**src/rtl/sram_like_arbiter_pkg.sv**
```systemverilog
// Shared master IDs, size encodings and request bundle for the inst/data SRAM-like arbiter.
// Pure declarations: no latency, no backpressure of their own.
package sram_like_arbiter_pkg;

   localparam logic MID_INST = 1'b0;
   localparam logic MID_DATA = 1'b1;

   localparam logic [1:0] SIZE_BYTE = 2'd0;
   localparam logic [1:0] SIZE_HALF = 2'd1;
   localparam logic [1:0] SIZE_WORD = 2'd2;

   typedef struct packed {
      logic        wr;
      logic [1:0]  size;
      logic [3:0]  wstrb;
      logic [31:0] addr;
      logic [31:0] wdata;
   } sram_req_t;

endpackage

```
**src/rtl/sram_arb_id_fifo.sv**
```systemverilog
// In-order FIFO of master IDs for accepted requests; push and pop each take effect at the next clock edge.
// Full/empty come from the registered count; push when full and pop when empty are dropped.
module sram_arb_id_fifo #(
   parameter int WIDTH = 1,
   parameter int DEPTH = 2
) (
   input  logic             clk,
   input  logic             resetn,
   input  logic             push,
   input  logic [WIDTH-1:0] push_dat,
   input  logic             pop,
   output logic             full,
   output logic             empty,
   output logic [WIDTH-1:0] head
);

   localparam int PW = (DEPTH > 1) ? $clog2(DEPTH) : 1;
   localparam int CW = $clog2(DEPTH + 1);

   logic [WIDTH-1:0] mem [DEPTH];
   logic [PW-1:0]    rd_ptr;
   logic [PW-1:0]    wr_ptr;
   logic [CW-1:0]    cnt;
   logic             do_push;
   logic             do_pop;

   function automatic logic [PW-1:0] ptr_next(input logic [PW-1:0] p);
      return (p == PW'(DEPTH - 1)) ? '0 : p + 1'b1;
   endfunction

   assign full    = (cnt == CW'(DEPTH));
   assign empty   = (cnt == '0);
   assign head    = mem[rd_ptr];
   assign do_push = push & ~full;
   assign do_pop  = pop & ~empty;

   always_ff @(posedge clk or negedge resetn) begin
      if (!resetn) begin
         rd_ptr <= '0;
         wr_ptr <= '0;
         cnt    <= '0;
         for (int i = 0; i < DEPTH; i++) mem[i] <= '0;
      end else begin
         if (do_push) begin
            mem[wr_ptr] <= push_dat;
            wr_ptr      <= ptr_next(wr_ptr);
         end
         if (do_pop) rd_ptr <= ptr_next(rd_ptr);
         // push+pop together leaves the occupancy unchanged
         case ({do_push, do_pop})
            2'b10:   cnt <= cnt + 1'b1;
            2'b01:   cnt <= cnt - 1'b1;
            default: cnt <= cnt;
         endcase
      end
   end

endmodule

```
**src/rtl/sram_like_arbiter.sv**
```systemverilog
// Shares one SRAM-like memory port between the inst and data channels; addr_ok/data_ok pass through combinationally.
// A stalled request is locked until accepted; new requests stall while OUTSTANDING responses are pending.
module sram_like_arbiter
   import sram_like_arbiter_pkg::*;
#(
   parameter int OUTSTANDING = 2,
   parameter int STARVE_MAX  = 8
) (
   input  logic        clk,
   input  logic        resetn,
   input  logic        inst_req,
   input  logic        inst_wr,
   input  logic [1:0]  inst_size,
   input  logic [3:0]  inst_wstrb,
   input  logic [31:0] inst_addr,
   input  logic [31:0] inst_wdata,
   output logic        inst_addr_ok,
   output logic        inst_data_ok,
   output logic [31:0] inst_rdata,
   input  logic        data_req,
   input  logic        data_wr,
   input  logic [1:0]  data_size,
   input  logic [3:0]  data_wstrb,
   input  logic [31:0] data_addr,
   input  logic [31:0] data_wdata,
   output logic        data_addr_ok,
   output logic        data_data_ok,
   output logic [31:0] data_rdata,
   output logic        mem_req,
   output logic        mem_wr,
   output logic [1:0]  mem_size,
   output logic [3:0]  mem_wstrb,
   output logic [31:0] mem_addr,
   output logic [31:0] mem_wdata,
   input  logic        mem_addr_ok,
   input  logic        mem_data_ok,
   input  logic [31:0] mem_rdata
);

   localparam int SW = $clog2(STARVE_MAX + 1);

   sram_req_t   inst_bus;
   sram_req_t   data_bus;
   sram_req_t   gnt_bus;
   logic        grant;
   logic        gnt_req;
   logic        starved;
   logic        hs;
   logic        pop;
   logic        lock_vld;
   logic        lock_id;
   logic [SW-1:0] starve_cnt;
   logic        fifo_full;
   logic        fifo_empty;
   logic        fifo_head;

   assign inst_bus = '{wr: inst_wr, size: inst_size, wstrb: inst_wstrb, addr: inst_addr, wdata: inst_wdata};
   assign data_bus = '{wr: data_wr, size: data_size, wstrb: data_wstrb, addr: data_addr, wdata: data_wdata};

   assign starved = (starve_cnt == SW'(STARVE_MAX)) && inst_req;

   // a locked request keeps the port so the presented fields never change before acceptance
   always_comb begin
      grant = MID_INST;
      if (lock_vld)      grant = lock_id;
      else if (starved)  grant = MID_INST;
      else if (data_req) grant = MID_DATA;
   end

   assign gnt_req = (grant == MID_DATA) ? data_req : inst_req;
   assign gnt_bus = (grant == MID_DATA) ? data_bus : inst_bus;

   assign mem_req   = resetn & ~fifo_full & gnt_req;
   assign mem_wr    = gnt_bus.wr;
   assign mem_size  = gnt_bus.size;
   assign mem_wstrb = gnt_bus.wstrb;
   assign mem_addr  = gnt_bus.addr;
   assign mem_wdata = gnt_bus.wdata;

   assign hs           = mem_req & mem_addr_ok;
   assign inst_addr_ok = hs & (grant == MID_INST);
   assign data_addr_ok = hs & (grant == MID_DATA);

   assign pop          = mem_data_ok & ~fifo_empty;
   assign inst_data_ok = pop & (fifo_head == MID_INST);
   assign data_data_ok = pop & (fifo_head == MID_DATA);
   assign inst_rdata   = mem_rdata;
   assign data_rdata   = mem_rdata;

   always_ff @(posedge clk or negedge resetn) begin
      if (!resetn) begin
         lock_vld <= 1'b0;
         lock_id  <= MID_INST;
      end else if (mem_req & ~mem_addr_ok) begin
         lock_vld <= 1'b1;
         lock_id  <= grant;
      end else if (hs) begin
         lock_vld <= 1'b0;
      end
   end

   always_ff @(posedge clk or negedge resetn) begin
      if (!resetn) begin
         starve_cnt <= '0;
      end else if (!inst_req || (hs && grant == MID_INST)) begin
         starve_cnt <= '0;
      end else if (grant == MID_DATA && starve_cnt != SW'(STARVE_MAX)) begin
         starve_cnt <= starve_cnt + 1'b1;
      end
   end

   sram_arb_id_fifo #(
      .WIDTH (1),
      .DEPTH (OUTSTANDING)
   ) u_id_fifo (
      .clk      (clk),
      .resetn   (resetn),
      .push     (hs),
      .push_dat (grant),
      .pop      (pop),
      .full     (fifo_full),
      .empty    (fifo_empty),
      .head     (fifo_head)
   );

endmodule
```
**config.mk**
```make
export PLATFORM = sky130hd
export DESIGN_NAME = sram_like_arbiter
export DESIGN_NICKNAME = d
export VERILOG_FILES = /design/src/rtl/sram_like_arbiter_pkg.sv /design/src/rtl/sram_arb_id_fifo.sv /design/src/rtl/sram_like_arbiter.sv
export SDC_FILE = /design/constraint.sdc
export NUM_CORES = 1
export LEC_CHECK = 0
export CAP_MARGIN = 5
export CORE_AREA = 2 2 125 127
export DETAILED_ROUTE_END_ITERATION = 16
export DIE_AREA = 0 0 127 129
export PLACE_DENSITY = 0.52
export SETUP_SLACK_MARGIN = 0.15
export SYNTH_ARGS = -nofsm -noshare
export SYNTH_HDL_FRONTEND = slang
export SYNTH_SLANG_ARGS = --single-unit
```
**constraint.sdc**
```tcl
create_clock -name clk -period 1.75 [get_ports clk]
set_input_delay 0.175 -clock clk [delete_from_list [all_inputs] [get_ports clk]]
set_output_delay 0.175 -clock clk [all_outputs]
set_load 0.05 [all_outputs]
```
Word level (Yosys, flattened, before mapping). Index checks and enable logic that the tools add are counted.

Flip-flop bits (word level): 12. Input port bits: 180. Output and inout bits: 140. Word-level logic and storage cells: 67.

Add/subtract/negate cells: 5. Order comparisons: 3. Equal/unequal tests: 5. Mux-type cells: 18. Bitwise logic cells: 18. Reduce and logical (&&, ||, !) cells: 10.

Operators by type and width (number): 2-to-1 mux 71 bit (1); 2-to-1 mux 1 bit (12); bitwise AND 1 bit (11); 2-to-1 mux 4 bit (2); nonzero test 2 bit (3); inverter 1 bit (5); adder 4 x 1 -> 4 bit (second input constant) (1); equality test 2 bit (second input constant) (2); equality test 4 bit (second input constant) (1); >= comparator 2 bit (second input constant) (2); logical AND 1 bit (4); != test 4 bit (second input constant) (1); inverter 1 -> 2 bit (2); case mux 2 bit (2 select lines) (1); adder 1 bit (second input constant) (2); adder 2 x 1 -> 2 bit (second input constant) (1); bitwise mux 2 bit (1); equality test 2 x 1 -> 1 bit (second input constant) (1); zero test 2 bit (1); < comparator 2 x 1 -> 1 bit (second input constant) (1); subtractor 2 x 1 -> 2 bit (second input constant) (1); demux 1 bit (select 1 bit) (1); zero test 1 bit (1); logical OR 1 bit (1).

Depth between registers and ports, before layout. Gate-level depths: netlist of run 1.

Word-level depth: 10. Depth in mapped cells: 7. Gate-level depth less buffers: 7.

Hierarchy. Synthesis of run 1 repeated with hierarchy kept, for this count alone.

Cell total of the unflattened synthesis: 222. Area total of the unflattened synthesis: 2133.3 um2.

By module, submodules not included: sram_like_arbiter (instances 1, cells an instance 199, area each 1850.5 um2, seq. area each 150.1 um2); sram_arb_id_fifo (instances 1, cells an instance 23, area each 282.8 um2, seq. area each 150.1 um2).

Least setup slack after synthesis of run 1. No wires, ideal clock.

Path kind: reg2reg. From: reg starve_cnt[0]. To: reg starve_cnt[0]. Library setup time: 189 ps. Arrival time: 2362 ps. Data required time: 1561 ps. Setup slack: -800 ps. Cell stages (with the launch flop): 7. Period minus slack after synthesis: 2550 ps. Path through: dfrtp_1 inv_1 ha_1 and3b_1 a31oi_4 nor3_1 o31ai_1.

Cells in the longest elaborated chain, start to end: 10. Elaborated cells between the ends (all ways): 16.

RTL lines: start: declaration (line sram_like_arbiter.sv:52) `logic [SW-1:0] starve_cnt;`; start signal: assignment (line sram_like_arbiter.sv:108) `starve_cnt <= starve_cnt + 1'b1;`; equality test 4 bit (line sram_like_arbiter.sv:60) `assign starved = (starve_cnt == SW'(STARVE_MAX)) && inst_req;`; logical AND 1 bit (line sram_like_arbiter.sv:60); 2-to-1 mux 1 bit (line sram_like_arbiter.sv:66) `else if (starved) grant = MID_INST;`; 2-to-1 mux 1 bit (line sram_like_arbiter.sv:65) `if (lock_vld) grant = lock_id;`; 2-to-1 mux 1 bit (line sram_like_arbiter.sv:70) `assign gnt_req = (grant == MID_DATA) ? data_req : inst_req;`; bitwise AND 1 bit (line sram_like_arbiter.sv:73) `assign mem_req = resetn & ~fifo_full & gnt_req;`; bitwise AND 1 bit (line sram_like_arbiter.sv:80) `assign hs = mem_req & mem_addr_ok;`; logical AND 1 bit (line sram_like_arbiter.sv:105) `end else if (!inst_req || (hs && grant == MID_INST)) begin`; logical OR 1 bit (line sram_like_arbiter.sv:105); 2-to-1 mux 4 bit or nonzero test 2 bit (tied branches).

Several ways; a longest one is shown, not always the timed one. The select of a mux whose other input is x is not followed. A chain may end at the register's enable or synchronous reset.

Worst setup path after layout of run 1.
From: reg starve_cnt[1]. To: out mem_wstrb[3].

Cells in the longest elaborated chain, start to end: 5.

RTL lines: equality test 4 bit (line sram_like_arbiter.sv:60); logical AND 1 bit (line sram_like_arbiter.sv:60); 2-to-1 mux 1 bit (line sram_like_arbiter.sv:66); 2-to-1 mux 1 bit (line sram_like_arbiter.sv:65); 2-to-1 mux 71 bit (line sram_like_arbiter.sv:71) `assign gnt_bus = (grant == MID_DATA) ? data_bus : inst_bus;`; end: declaration (line sram_like_arbiter.sv:32) `output logic [3:0] mem_wstrb,`.

Every way passes these cells.

==> results.yml, run 1 <==
die:
  row_count: 45
  fp.dieArea_um2: 16400
  initial_core_util_pct: 13.6
  dieWidth_um: 127
  die_y_um: 129
  ioPinCount: 320
  core-area_um2: 15000
yosys:
  ys_ff_latch: 12
  synth_xor_xnor_area_share_pct: 2.57
  synth-simple-area-share_pct: 6.56
  synth.avg_cell_area_um2: 9.77
  synthAdderAreaFrac_pct: 1.84
  synth_compound_area_share_pct: 4.04
  synthDistinctLibCells: 32
  synth_edf_count: 0
  synth_top_family_by_area: "multiplexers"
  yosysWarnings: 0
  synthArstFlopShare_pct: 100
  synthFlopType: "dfrtp_1"
  syn_area_um2: 2040
  synth.area.top_cells: "buf_4 (25%), mux2_2 (21%), mux2_1 (20%), dfrtp_1 (15%), buf_6 (2.8%)"
  synth_top_area_cell: "buf_4"
  synth.area.mux_share_pct: 42.0
  synth_nets: 392
  synthCells: 209
  synth_top_area_share_pct: 24.6
  synth-seq-area-share_pct: 14.7
setup_path:
  crit_chain: "inv_2, ha_2, and3b_2, a31oi_4, buf_4, buf_16, mux2_4, buf_4"
  start_kind: "flop"
  cp.arrival_ns: 2.06
  reg2reg_from: "starve_cnt[1]"
  crit_required_ns: 1.57
  critPathCaptureType: "output pin"
  cp_max_fo: 9
  max_stage_delay_ns: 0.36
  slowest_stage: "dfrtp_1"
  path_class: "flop to output pin"
  crit_top_cell: "buf_4"
  worstSetupStartpoint: "starve_cnt[1]"
clock_tree:
  cts_tree: "yes"
  clk-insertion-delay-late_ns: 0.24
  htreeDepth: 1
  cts-root-buf: "clkbuf_16"
  clkTransAtPathRegs_ns: 0.05
  cts_hold_buffers: 0
  cts_made_buffers: 3
  cts_buffer_depth: 2
  cts.sinks: 12
finish:
  nNetsFinal: 585
  syn_to_final_growth_pct: 149
  final_cell_area_um2: 5080
  multi_input_area_um2: 1520
  insertedDiodeCount: 0
  finalNonFillerCells: 589
  final_util_pct: 33.9
  seq_area_um2: 302
  fillers: 1555
  drive_gt1_share_pct: 52.4
grt:
  use_met1_pct: 11.6
  grt_pass1_wl_um: 13000
  met3_usage_pct: 3.70
  top_usage_layer: "met2"
  grt_max_degree: 23
  gr-total-overflow: 0
  track_usage_pct: 10.0
  met2_usage_pct: 18.0
  grt_pass1_vias: 2379
  grt_antenna_before_repair: 0
route:
  drcViolationCount: 0
  first_pass_iters: 4
  vias_per_cell: 3.81
  num_vias: 2247
  routed_wl_um: 9670
  drtIter0Drc: 45
  wl_per_cell_um: 16.4
  antenna_left: 0
worst_hold_path:
  min_path_type: "primary input to async pin"
timing:
  worst_pin_slew_ns: 0.352
  final.setup.tns_ns: -34.35
  fin_crit_sh_pct: 128
  slew_viol_final: 0
  fin_skew_ns: 0.000612
  setup_viol: 78
  timing.fmax_mhz: 447
  setup_slack_ns: -0.487
  period_minus_slack_ns: 2.24
  finalHoldViolations: 0
  relSlewSlack_pct: 76.3
  rsz0062_at_grt: "true"
  whs_ns: 0.298
placement:
  dp_slack_ns: -0.358
  dp_cells: 565
  io_buffers: 223
  placed_area_um2: 4370
  place.gp.congestion: 0.818
  place_hpwl_um: 7220
status:
  status: "finished with violations"
  violations: "negative setup slack"
pwr:
  ir_worst_vdd_mv: 0.675
  cellLeakagePower_nw: 2.26
  power_density_nw_per_um2: 1640
  finalPower_mw: 8.32
flow_run:
  max_cap_viol_count: 0
[registers in the layout, summed over array words and instances, names as in the netlist]
name              cells
lock_id               1
lock_vld              1
starve_cnt            4
u_id_fifo.cnt         2
u_id_fifo.mem         2
u_id_fifo.rd_ptr      1
u_id_fifo.wr_ptr      1
[repair_timing]
action	4_1_cts	5_1_grt
setup endpoints to repair	83	83
cloned	2	5
pin swaps	3	1
gates resized for setup	57	34
buffers inserted	5	8
hold endpoints to repair	0	0
[where the power goes]
| part | switching, mW | leakage, nW | internal [mW] |
|---|---|---|---|
| clock | 0.125 | 0.0442 | 0.345 |
| combinational | 3.68 | 2.06 | 3.66 |
| sequential | 0.114 | 0.149 | 0.396 |
[cells by family after synthesis]
logic type      after synthesis
flops                        12
xor+xnor                      6
mux                          76
buf+inv                      77
fa+ha+maj                     3
compound gates               10
simple gates                 25
[cell type report]
type | count | share of cell area, %
inverters | 5 | 0.369
multi-input cells | 120 | 29.8
repair buffers | 260 | 57.5
flip-flops and latches | 12 | 5.93
clock buffers | 4 | 1.75
well taps | 188 | 4.63
[final timing paths]
path | slack (ns) | depth (start not counted) | to
min in group clk | 0.35 | 0 | data_rdata[22]
setup reg to reg | -0.29 | 10 | starve_cnt[1]
hold / removal | 0.30 | 2 | u_id_fifo.cnt[1]
setup / recovery | -0.49 | 8 | mem_wstrb[3]
hold reg to reg | 0.50 | 1 | u_id_fifo.rd_ptr
max in group asynchronous | 1.31 | 2 | lock_vld
[cell usage after synthesis, types with 2 or more instances]
cell,number
inv_1,5
dfrtp_1,12
nand2_1,3
a21oi_1,2
mux2_2,38
xnor2_1,5
mux2_1,36
nand3_1,4
buf_6,5
nor2_1,4
buf_4,67
nand2b_1,2
nor3_1,5
ha_1,3
[critical path, delay by kind of cell, from the launching register on]
family / cells / cell delay, ns
buffers and inverters: 4 / 0.58
flip-flops: 1 / 0.36
multiplexers: 1 / 0.30
AND/OR/NAND/NOR: 1 / 0.22
AO/OA/AOI/OAI: 1 / 0.20
adder cells (fa/ha/maj): 1 / 0.16
[layer usage]
metal,up-vias,part of all wire (%)
met1,1046,38
met2,142,52
met3,8,8.9
li1,1051,-
met5,-,0
met4,0,0.66
[placed cells by master, fill, tap and decap left out, types with 2 or more instances in the layout]
| cell | Yosys | layout |
|---|---|---|
| nor3_1 | 5 | 4 |
| buf_6 | 5 | 59 |
| buf_8 | 0 | 4 |
| buf_4 | 67 | 25 |
| buf_12 | 0 | 18 |
| nor2_1 | 4 | 2 |
| buf_16 | 0 | 2 |
| nand2_1 | 3 | 2 |
| inv_2 | 0 | 2 |
| dfrtp_1 | 12 | 11 |
| nand3_1 | 4 | 4 |
| xnor2_1 | 5 | 4 |
| a21oi_2 | 0 | 2 |
| mux2_4 | 0 | 73 |
| clkdlybuf4s50_1 | 0 | 146 |
| clkbuf_16 | 0 | 8 |
| inv_1 | 5 | 3 |
(Power assumes the default switching activity.)
==> run 2, diff against run 1 <==
CAP_MARGIN = not set   (was 5)
PLACE_DENSITY = 0.6   (was 0.52)
==> run 2 against run 1 <==
The run still ends with negative setup slack left. Routed wire length down 6.2%. Sequential share of layout area up 0.19 points. Clock-buffer cell count unchanged. First-iteration DRC count unchanged. Non-clock buffer count down 4. Register-to-register slack worse by 0.03 ns. Maximum frequency down 0.89%. Final cell count down 0.68%. Clock power about the same. Largest power group unchanged.
==> results.yml, run 2 (synthesized netlist as in run 1, its figures left out) <==
status:
  status: "finished with violations"
  violations: "negative setup slack"
timing:
  setup_slack_ns: -0.507
  relSlewSlack_pct: 76.0
  final.setup.tns_ns: -35.50
  fin_crit_sh_pct: 129
  slew_viol_final: 0
  period_minus_slack_ns: 2.26
  timing.fmax_mhz: 443
  fin_skew_ns: 0.00175
  finalHoldViolations: 0
  rsz0062_at_grt: "true"
  setup_viol: 80
  worst_pin_slew_ns: 0.356
grt:
  gr-total-overflow: 0
  track_usage_pct: 9.26
  met3_usage_pct: 3.49
  use_met1_pct: 11.7
  grt_pass1_vias: 2278
  grt_max_degree: 41
  grt_antenna_before_repair: 0
  top_usage_layer: "met2"
  grt_pass1_wl_um: 12200
  met2_usage_pct: 15.3
finish:
  final_cell_mix: "clkdlybuf4s50_1 (146), mux2_4 (70), buf_6 (57), buf_4 (29), buf_12 (14)"
  fillers: 1497
  largest-register: "starve_cnt"
  drive_gt1_share_pct: 51.6
  layout.cells.most_common: "clkdlybuf4s50_1"
  reg.largest.list: "starve_cnt: 4 flops, u_id_fifo.cnt: 2 flops, u_id_fifo.mem: 2 flops"
  final_cell_area_um2: 4920
  finalNonFillerCells: 585
  largest_reg_flops: 4
  syn_to_final_growth_pct: 141
  nNetsFinal: 581
  insertedDiodeCount: 0
placement:
  place.gp.congestion: 0.742
  io_buffers: 223
  placed_area_um2: 4350
  place_hpwl_um: 6910
  dp_cells: 567
  dp_slack_ns: -0.353
setup_path:
  crit_chain: "inv_2, ha_2, and3b_2, a31oi_4, buf_4, buf_16, mux2_4, buf_4"
  max_stage_delay_ns: 0.35
  path_class: "flop to output pin"
  slowest_stage: "dfrtp_1"
  r2r_cells: 10
  crit_cells: 8
  crit_required_ns: 1.57
  start_kind: "flop"
  cpLargestDelayFamily: "buffers and inverters"
  critPathCaptureType: "output pin"
  cp.arrival_ns: 2.08
  cp_num_buf_inv: 4
  cp_max_fo: 15
  rrSetupSlack_ns: -0.32
  crit_top_cell: "buf_4"
route:
  routed_wl_um: 9070
  first_pass_iters: 3
  antenna_left: 0
  vias_per_cell: 3.74
  drtIter0Drc: 45
  wl_per_cell_um: 15.5
  num_vias: 2189
  drcViolationCount: 0
die:
  dieWidth_um: 127
  fp.dieArea_um2: 16400
  initial_core_util_pct: 13.6
  core-area_um2: 15000
  ioPinCount: 320
  row_count: 45
  die_y_um: 129
pwr:
  clockPowerShare_pct: 5.9
  power_density_nw_per_um2: 1600
  netSwitchingPower_mw: 3.81
  switching_share_pct: 48.5
  cellLeakagePower_nw: 2.18
  p_seq_share_pct: 6.3
  share_comb_of_total_power_pct: 87.7
  p_int_mw: 4.05
  ir_worst_vdd_mv: 0.763
  finalPower_mw: 7.87
clock_tree:
  clk-insertion-delay-late_ns: 0.24
  cts-root-buf: "clkbuf_16"
  htreeDepth: 1
  clkTransAtPathRegs_ns: 0.04
  cts_tree: "yes"
  cts_buffer_depth: 2
  cts.sinks: 12
  cts_made_buffers: 3
  cts_hold_buffers: 0
worst_hold_path:
  min_path_type: "primary input to async pin"
flow_run:
  max_cap_viol_count: 0
run 2: repair_timing:
action	in CTS	in global routing
pin swaps	2	5
endpoints found under the setup margin	80	83
setup buffers	4	6
gates cloned	1	3
gates resized for setup	62	25
run 2: area by class of cell:
type,instances,area [µm²],area share [%]
Timing Repair Buffer,256,2780,56.4
Multi-Input combinational cell,120,1500,30.5
Sequential cell,12,302,6.12
Tap cell,188,235,4.78
Clock buffer,4,88.8,1.80
Inverter,5,18.8,0.381
run 2: power groups by stage:
stage / clock network, mW / logic [mW] / registers, mW
after floorplan: 0 / 4.61 / 0.480
after global placement: 0 / 5.89 / 0.485
after detailed placement: 0 / 5.94 / 0.491
after CTS: 0.476 / 6.52 / 0.488
after global routing: 0.494 / 7.17 / 0.511
final: 0.467 / 6.90 / 0.499
run 2: per-layer routing:
metal,up-vias,routed length (µm)
met3,5,861
li1,1043,-
met1,1005,3870
met5,-,0
met4,0,42
met2,136,4300
run 2: path summary, 6_finish.rpt:
path,startpoint,to
setup / recovery,starve_cnt[1],mem_addr[16]
hold / removal,resetn,u_id_fifo.cnt[0]
setup reg to reg,starve_cnt[1],starve_cnt[1]
hold reg to reg,u_id_fifo.cnt[1],u_id_fifo.cnt[1]
max in group asynchronous,resetn,starve_cnt[0]
min in group clk,mem_rdata[8],data_rdata[8]
run 2: stage by stage:
stage          utilization, %  hold slack, ns
3_3_place_gp             29.0           0.351
3_5_place_dp             29.0           0.351
2_1_floorplan               -          -0.121
4_1_cts                  31.5           0.321
6_report                 32.9           0.314
5_1_grt                  32.9           0.341
